==> config.mk <==
export PLATFORM = sky130hd
export DESIGN_NAME = cpu_bus_arbiter
export DESIGN_NICKNAME = d
export VERILOG_FILES = /design/src/rtl/cpu_bus_arbiter.sv
export SDC_FILE = /design/constraint.sdc
export NUM_CORES = 1
export LEC_CHECK = 0
export CAP_MARGIN = 20
export CORE_ASPECT_RATIO = 1.2
export CORE_MARGIN = 5
export CORE_UTILIZATION = 30
export DETAILED_ROUTE_END_ITERATION = 12
export GPL_TIMING_DRIVEN = 0
export PLACE_DENSITY = 0.63
export SYNTH_ARGS = -nofsm -noshare
export SYNTH_HDL_FRONTEND = slang
export SYNTH_SLANG_ARGS = --single-unit
==> constraint.sdc <==
create_clock -name clk -period 2.39 [get_ports clk]
set_input_delay 0.239 -clock clk [delete_from_list [all_inputs] [get_ports clk]]
set_output_delay 0.239 -clock clk [all_outputs]
set_load 0.05 [all_outputs]
==> src/rtl/cpu_bus_arbiter.sv <==
// cpu_bus_arbiter
// Shares the CPU's single memory-bus master port between the instruction-fetch
// requester (IF) and the load/store requester (MEM). It also generates the
// pipeline-wide bus_stall, and it holds a jump flush that arrives during a stall.
//
// Ports:
//   clk, rst           rising-edge clock, asynchronous active-low reset
//   if_req/if_addr     fetch request (level) and address
//   if_rdata/if_done   fetched word (held) and one-cycle completion pulse
//   dm_req/dm_we/...   load/store request, strobes, address, store data
//   dm_rdata/dm_done   load data (held) and one-cycle completion pulse
//   bus_*              master-side bus request; bus_ready/bus_rdata from the bus
//   bus_stall          freeze all pipeline registers
//   jump_req           taken branch/jump from EX
//   jump_flush         flush IF/ID and ID/EX
module cpu_bus_arbiter #(
    parameter int ADDR_W = 32,
    parameter int DATA_W = 32
) (
    input  logic                  clk,
    input  logic                  rst,
    input  logic                  if_req,
    input  logic [ADDR_W-1:0]     if_addr,
    output logic [DATA_W-1:0]     if_rdata,
    output logic                  if_done,
    input  logic                  dm_req,
    input  logic                  dm_we,
    input  logic [DATA_W/8-1:0]   dm_wstrb,
    input  logic [ADDR_W-1:0]     dm_addr,
    input  logic [DATA_W-1:0]     dm_wdata,
    output logic [DATA_W-1:0]     dm_rdata,
    output logic                  dm_done,
    output logic                  bus_valid,
    output logic                  bus_write,
    output logic [DATA_W/8-1:0]   bus_strb,
    output logic [ADDR_W-1:0]     bus_addr,
    output logic [DATA_W-1:0]     bus_wdata,
    input  logic                  bus_ready,
    input  logic [DATA_W-1:0]     bus_rdata,
    output logic                  bus_stall,
    input  logic                  jump_req,
    output logic                  jump_flush
);

    typedef enum logic [1:0] {
        IDLE,
        IF_ACC,
        DM_ACC,
        DONE
    } state_t;

    state_t state;
    logic   if_served;
    logic   dm_served;
    logic   pending_jump;
    logic   last_grant;     // 0 = IF was granted last, 1 = MEM
    logic   if_elig;
    logic   dm_elig;
    logic   grant_dm;
    logic   grant_if;

    // A served port keeps its request raised while the pipeline is frozen,
    // so the served flag masks it until the pipeline moves again.
    assign if_elig  = if_req & ~if_served;
    assign dm_elig  = dm_req & ~dm_served;
    assign grant_dm = dm_elig & (~if_elig | ~last_grant);
    assign grant_if = if_elig & (~dm_elig | last_grant);

    assign bus_stall  = (if_req & ~if_served & ~if_done) |
                        (dm_req & ~dm_served & ~dm_done);
    assign jump_flush = (jump_req | pending_jump) & ~bus_stall;

    always_ff @(posedge clk or negedge rst) begin
        if (!rst) begin
            state        <= IDLE;
            bus_valid    <= 1'b0;
            bus_write    <= 1'b0;
            bus_strb     <= '0;
            bus_addr     <= '0;
            bus_wdata    <= '0;
            if_done      <= 1'b0;
            dm_done      <= 1'b0;
            if_rdata     <= '0;
            dm_rdata     <= '0;
            if_served    <= 1'b0;
            dm_served    <= 1'b0;
            pending_jump <= 1'b0;
            last_grant   <= 1'b0;
        end else begin
            if_done <= 1'b0;
            dm_done <= 1'b0;

            // An unstalled cycle lets the pipeline advance, so any request seen
            // next cycle is a new one; clearing wins over the DONE-cycle set.
            if (!bus_stall) begin
                if_served <= 1'b0;
                dm_served <= 1'b0;
            end else begin
                if (if_done) if_served <= 1'b1;
                if (dm_done) dm_served <= 1'b1;
            end

            if (jump_flush)
                pending_jump <= 1'b0;
            else if (jump_req && bus_stall)
                pending_jump <= 1'b1;

            case (state)
                IDLE: begin
                    if (grant_dm) begin
                        bus_valid  <= 1'b1;
                        bus_write  <= dm_we;
                        bus_strb   <= dm_we ? dm_wstrb : '1;
                        bus_addr   <= dm_addr;
                        bus_wdata  <= dm_wdata;
                        last_grant <= 1'b1;
                        state      <= DM_ACC;
                    end else if (grant_if) begin
                        bus_valid  <= 1'b1;
                        bus_write  <= 1'b0;
                        bus_strb   <= '1;
                        bus_addr   <= if_addr;
                        bus_wdata  <= '0;
                        last_grant <= 1'b0;
                        state      <= IF_ACC;
                    end
                end
                IF_ACC: begin
                    if (bus_ready) begin
                        if_rdata  <= bus_rdata;
                        bus_valid <= 1'b0;
                        if_done   <= 1'b1;
                        state     <= DONE;
                    end
                end
                DM_ACC: begin
                    if (bus_ready) begin
                        if (!bus_write) dm_rdata <= bus_rdata;
                        bus_valid <= 1'b0;
                        dm_done   <= 1'b1;
                        state     <= DONE;
                    end
                end
                DONE: begin
                    state <= IDLE;
                end
                default: begin
                    state <= IDLE;
                end
            endcase
        end
    end

endmodule

# ---- Word level (Yosys, flattened, before mapping)
# Cells that the tools add are included.
dict set report op_classes {
  n_eq_ne 7
  muxes 27
  bitwise 20
  reduce_logical 11
}
# cell n
set op_table {}
lappend op_table {{2-to-1 mux 32 bit} 4}
lappend op_table {{2-to-1 mux 1 bit} 15}
lappend op_table {{2-to-1 mux 4 bit} 3}
lappend op_table {{inverter 1 bit} 9}
lappend op_table {{bitwise AND 1 bit} 7}
lappend op_table {{2-to-1 mux 2 bit} 3}
lappend op_table {{case mux 2 bit (3 select lines)} 1}
lappend op_table {{AND reduction 2 bit} 3}
lappend op_table {{AND reduction 3 bit} 2}
lappend op_table {{nonzero test 2 bit} 3}
lappend op_table {{equality test 2 bit (second input constant)} 2}
lappend op_table {{inequality test 2 bit (second input constant)} 2}
lappend op_table {{OR 1 bit} 4}
lappend op_table {{inequality test 3 bit (second input constant)} 1}
lappend op_table {{equality test 2 x 1 -> 1 bit (second input constant)} 1}
lappend op_table {{logical NOT 2 bit} 1}
lappend op_table {{inequality test 2 x 1 -> 1 bit (second input constant)} 1}
lappend op_table {{case mux 1 bit (2 select lines)} 1}
lappend op_table {{OR reduction 2 bit} 1}
lappend op_table {{logical AND 1 bit} 1}
dict set report word_totals {
  regBits 142
  inputBits 139
  output_inout_bits 138
  wordCells 79
}

# ---- Depth between registers and ports, before layout
dict set report depth {
  ltp_word 8
  mapped_depth 6
  depth_no_buf 5
}

# ---- Worst setup path after synthesis
# OpenSTA, ideal clock, no wires.
dict set report synth_path {
  kind {register -> output}
  from {register dm_served}
  to {output port jump_flush}
  t_arrival_ns 2.224
  slack_ns -0.073
  stages_incl_launch_ff 6
  path_cell_list {dfrtp_1 > nand2b_1 > buf_6 > buf_2 > o2bb2ai_1 > nor2_1}
}
dict set report synth_between {
  elab_chain_len 6
}
# element line_no
set synth_lines {}
lappend synth_lines {{from (decl)} 54} ;# logic dm_served;
lappend synth_lines {{from (signal assigned)} 86} ;# dm_served <= 1'b0;
lappend synth_lines {{from (signal assigned)} 97} ;# dm_served <= 1'b0;
lappend synth_lines {{from (signal assigned)} 100} ;# if (dm_done) dm_served <= 1'b1;
lappend synth_lines {{inverter 1 bit} 70} ;# (dm_req & ~dm_served & ~dm_done);
lappend synth_lines {{bitwise AND 1 bit (2 in a row)} 70}
lappend synth_lines {{OR 1 bit} 69} ;# assign bus_stall = (if_req & ~if_served & ~if_done) |
lappend synth_lines {{net bus_stall} 40} ;# output logic bus_stall,
lappend synth_lines {{inverter 1 bit} 71} ;# assign jump_flush = (jump_req | pending_jump) & ~bus_stall;
lappend synth_lines {{bitwise AND 1 bit} 71}
lappend synth_lines {{to (decl)} 42} ;# output logic jump_flush
# The timed path passes the listed nets, and every way through them passes these cells.

# ---- Final worst setup path
dict set report layout_path {
  from {register dm_served}
  to {output port bus_stall}
}
dict set report layout_between {
  elab_chain_len 4
}
# element line_no
set layout_lines {}
lappend layout_lines {{inverter 1 bit} 70}
lappend layout_lines {{bitwise AND 1 bit (2 in a row)} 70}
lappend layout_lines {{OR 1 bit} 69}
lappend layout_lines {{to (decl)} 40}
# No other way between the ends.

==> metrics.txt <==
status=completed; Root Driver=clkbuf_16; R2R setup slack=0.40 ns; Reg2Reg Depth=6; Vias/cell=4.94; fillers=1,944; Pleak=0.00424 uW; placed instance area=0.00964 mm^2; Initial Util=0.302; skew final=0.00970 ns; Pins Over Slew Limit=0; CTS max path bufs=2; # Post-CTS Setup Buffers=0; commonest non-fill, non-tap cells in the layout=273 x clkdlybuf4s50_1, 141 x dfrtp_1, 59 x mux2_1, 33 x and3b_1, 33 x o21ai_0; clk sink count=142; peak supply drop=0.000960 V; crit path DAT=1.99 ns; RSZ-0062 raised after global routing=no; worst endpoint required time=2.15 ns; Routed WL per cell=19.6 um; total gr overflow=0; Max-Cap Viols=0; Ys Warns=0; Cell Area, Synth=0.00650 mm^2; delay-heaviest family, CP=buffers and inverters; type of the worst setup path=reg2out; initial antenna violation count=0; DRT iter0 DRCs=197; Hold/Removal Path Class=in2reg; Post-Synthesis Net Count=599; H-tree depth=4; Worst Setup End Kind=output port; Main synth FF type=dfrtp_1; RR Startpoint=state[0]$_DFFE_PN0P_; Slowest Stage Delay on Critical Path=0.46 ns; Worst Path Buf+Inv=3; die area=0.0247 mm^2; WP depth=5; Core Rows=59; Place WS=-0.340 ns; hold_ws=0.411 ns; Achievable Freq=449 MHz; Final Hold Vio Count=0; routing usage on met3=0.0473; # setup viols final=0; RePlAce Congestion=0.758; library cells used by synthesis=39; crit path capture=bus_stall; GR met2 Demand/Resource=0.282; Tot GR Track Use=0.163; vias in the first global route=5,751; first-pass GRT wire length=31.5 mm; gate count after technology mapping=455; cts bufs inserted=17; Core Area=0.0216 mm^2; crit path from=dm_served$_DFFE_PN0P_; Seq/Total Area, Yosys=0.546; measured slew at the worst slew-check pin=0.698 ns; TritonCTS clock tree=done; crit-path max FO=10; EDFF count, synth=0; synthesis-to-layout area growth=57.3%; fin crit period=2.23 ns; crit path cell chain=nand2b_1 > buf_6 > buf_2 > o2bb2ai_2 > buf_2; die height=171 um; total number of vias=5,136; GR peak layer=met2; drt pass-1 iters=4; Worst Slack Setup Final=0.163 ns; reg2reg end=bus_addr[24]$_DFFE_PN0P_; share of cells above drive strength 1=0.163; power density cells=1680 mW/mm^2; final period utilization=0.932; commonest non-fill, non-tap cell in the layout=clkdlybuf4s50_1; Finished Cell Area=0.0102 mm^2; HPWL after DPL=15.4 mm; Max-Slew Margin vs Limit=0.535; die width=144 um; pin count of the biggest net entering global routing=74; synthesized area per cell=14.3 um^2; #FFs+latches synth=142; Finished Core Util=0.475; worst-skew pair later-pin latency=0.42 ns; met1 GRT Util=0.193; most frequent CP cell=buf_2; # IOs=277; Post-synth ARST share=1.00; clock slew at reported path FFs=0.06 ns; DRC Markers=0; Detailed Route WL=20.4 mm; Port Buffers=276; fin nets=896; crit path launch type=flop; Final ANT Viol Nets=0; Crit-path slowest cell=dfrtp_2
-- cell usage after synthesis, types with 2 or more instances --
| cell type | instances | area share |
|---|---|---|
| dfrtp_1 | 142 | 0.55 |
| mux2_1 | 59 | 0.10 |
| and3b_1 | 33 | 0.044 |
| o21ai_0 | 33 | 0.025 |
| a22o_1 | 32 | 0.043 |
| a2bb2oi_2 | 29 | 0.067 |
| a221oi_2 | 25 | 0.058 |
| clkbuf_1 | 17 | 0.0098 |
| buf_2 | 14 | 0.011 |
| buf_6 | 10 | 0.017 |
| a221oi_1 | 7 | 0.0094 |
| a2bb2oi_1 | 5 | 0.0067 |
| ha_1 | 5 | 0.0096 |
| inv_1 | 5 | 0.0029 |
| mux2_2 | 5 | 0.0087 |
| o22a_1 | 4 | 0.0054 |
| a21o_1 | 3 | 0.0035 |
| nor2_1 | 3 | 0.0017 |
| buf_4 | 2 | 0.0023 |
| nand2_1 | 2 | 0.0012 |
| nand2b_1 | 2 | 0.0019 |
-- metal layers --
layer	routed length, um	vias to the layer above
li1	-	2346
met5	0	-
met3	1540	26
met4	398	0
met2	10500	189
met1	8010	2575
-- state kept, by name (all words and copies together), names as in the netlist --
signal and count:
if_rdata 32, state 2, dm_rdata 32, if_done 1, if_served 1, bus_wdata 32
bus_strb 4, bus_write 1, pending_jump 1, last_grant 1, bus_valid 1, dm_done 1
dm_served 1, bus_addr 32
-- worst min-delay path by stage --
stage | startpoint | end | depth (start not counted)
final | if_addr[16] | bus_addr[16]$_DFFE_PN0P_ | 3
after global routing | if_addr[18] | bus_addr[18]$_DFFE_PN0P_ | 3
after detailed placement | rst | dm_rdata[3]$_DFFE_PN0P_ | 1
after CTS | if_addr[16] | bus_addr[16]$_DFFE_PN0P_ | 3
after global placement | dm_rdata[18]$_DFFE_PN0P_ | dm_rdata[18]$_DFFE_PN0P_ | 1
after floorplan | rst | bus_addr[0]$_DFFE_PN0P_ | 0
-- timing repair --
item,CTS,global route
hold buffers,1,0
hold endpoints to repair,72,0
gates resized for setup,10,1
endpoints found under the setup margin,2,1
-- through the flow --
stage	power [uW]	TNS, ns	cells
finish	17100	0	1040
global route	18000	0	1039
CTS	17400	0	1039
detailed placement	14600	-0.679	1006
global placement	14400	-640.41	1005
floorplan	11100	0	455
-- cell type report --
class                      instances  area (um^2)  area share
antenna                            1         2.50    0.000245
buffer                            43          262      0.0256
clock buffer                      18          429      0.0419
clock inverter                    14          155      0.0152
inverter                           6         23.8     0.00232
multi-input combinational        264         2670       0.261
sequential                       142         3550       0.347
tap                              274          343      0.0335
timing repair buffer             278         2790       0.273
-- cell families (layout without fill, tap and decap cells) --
kind of cell,Yosys count,count (layout),share of synthesized area
AO/OA/AOI/OAI,148,148,0.232
flip-flops,142,142,0.546
multiplexers,64,64,0.111
buffers and inverters,49,359,0.0439
AND/OR/NAND/NOR,47,47,0.0573
adder cells (fa/ha/maj),5,5,0.00962
other,0,1,0
-- worst reg2reg max path, delay by kind of cell, from the launching register on --
| kind | cells | cell delay (ns) |
|---|---|---|
| AO/OA/AOI/OAI | 2 | 0.25 |
| adder cells (fa/ha/maj) | 1 | 0.28 |
| buffers and inverters | 3 | 1.00 |
| flip-flops | 1 | 0.40 |
-- power by group --
group          switching [uW]  leakage [uW]  internal (uW)
sequential                741       0.00169           3610
combinational            6350       0.00227           3770
clock                    1110      0.000282           1560
total                    8200       0.00424           8940
Power figures use the tool's default switching activity.
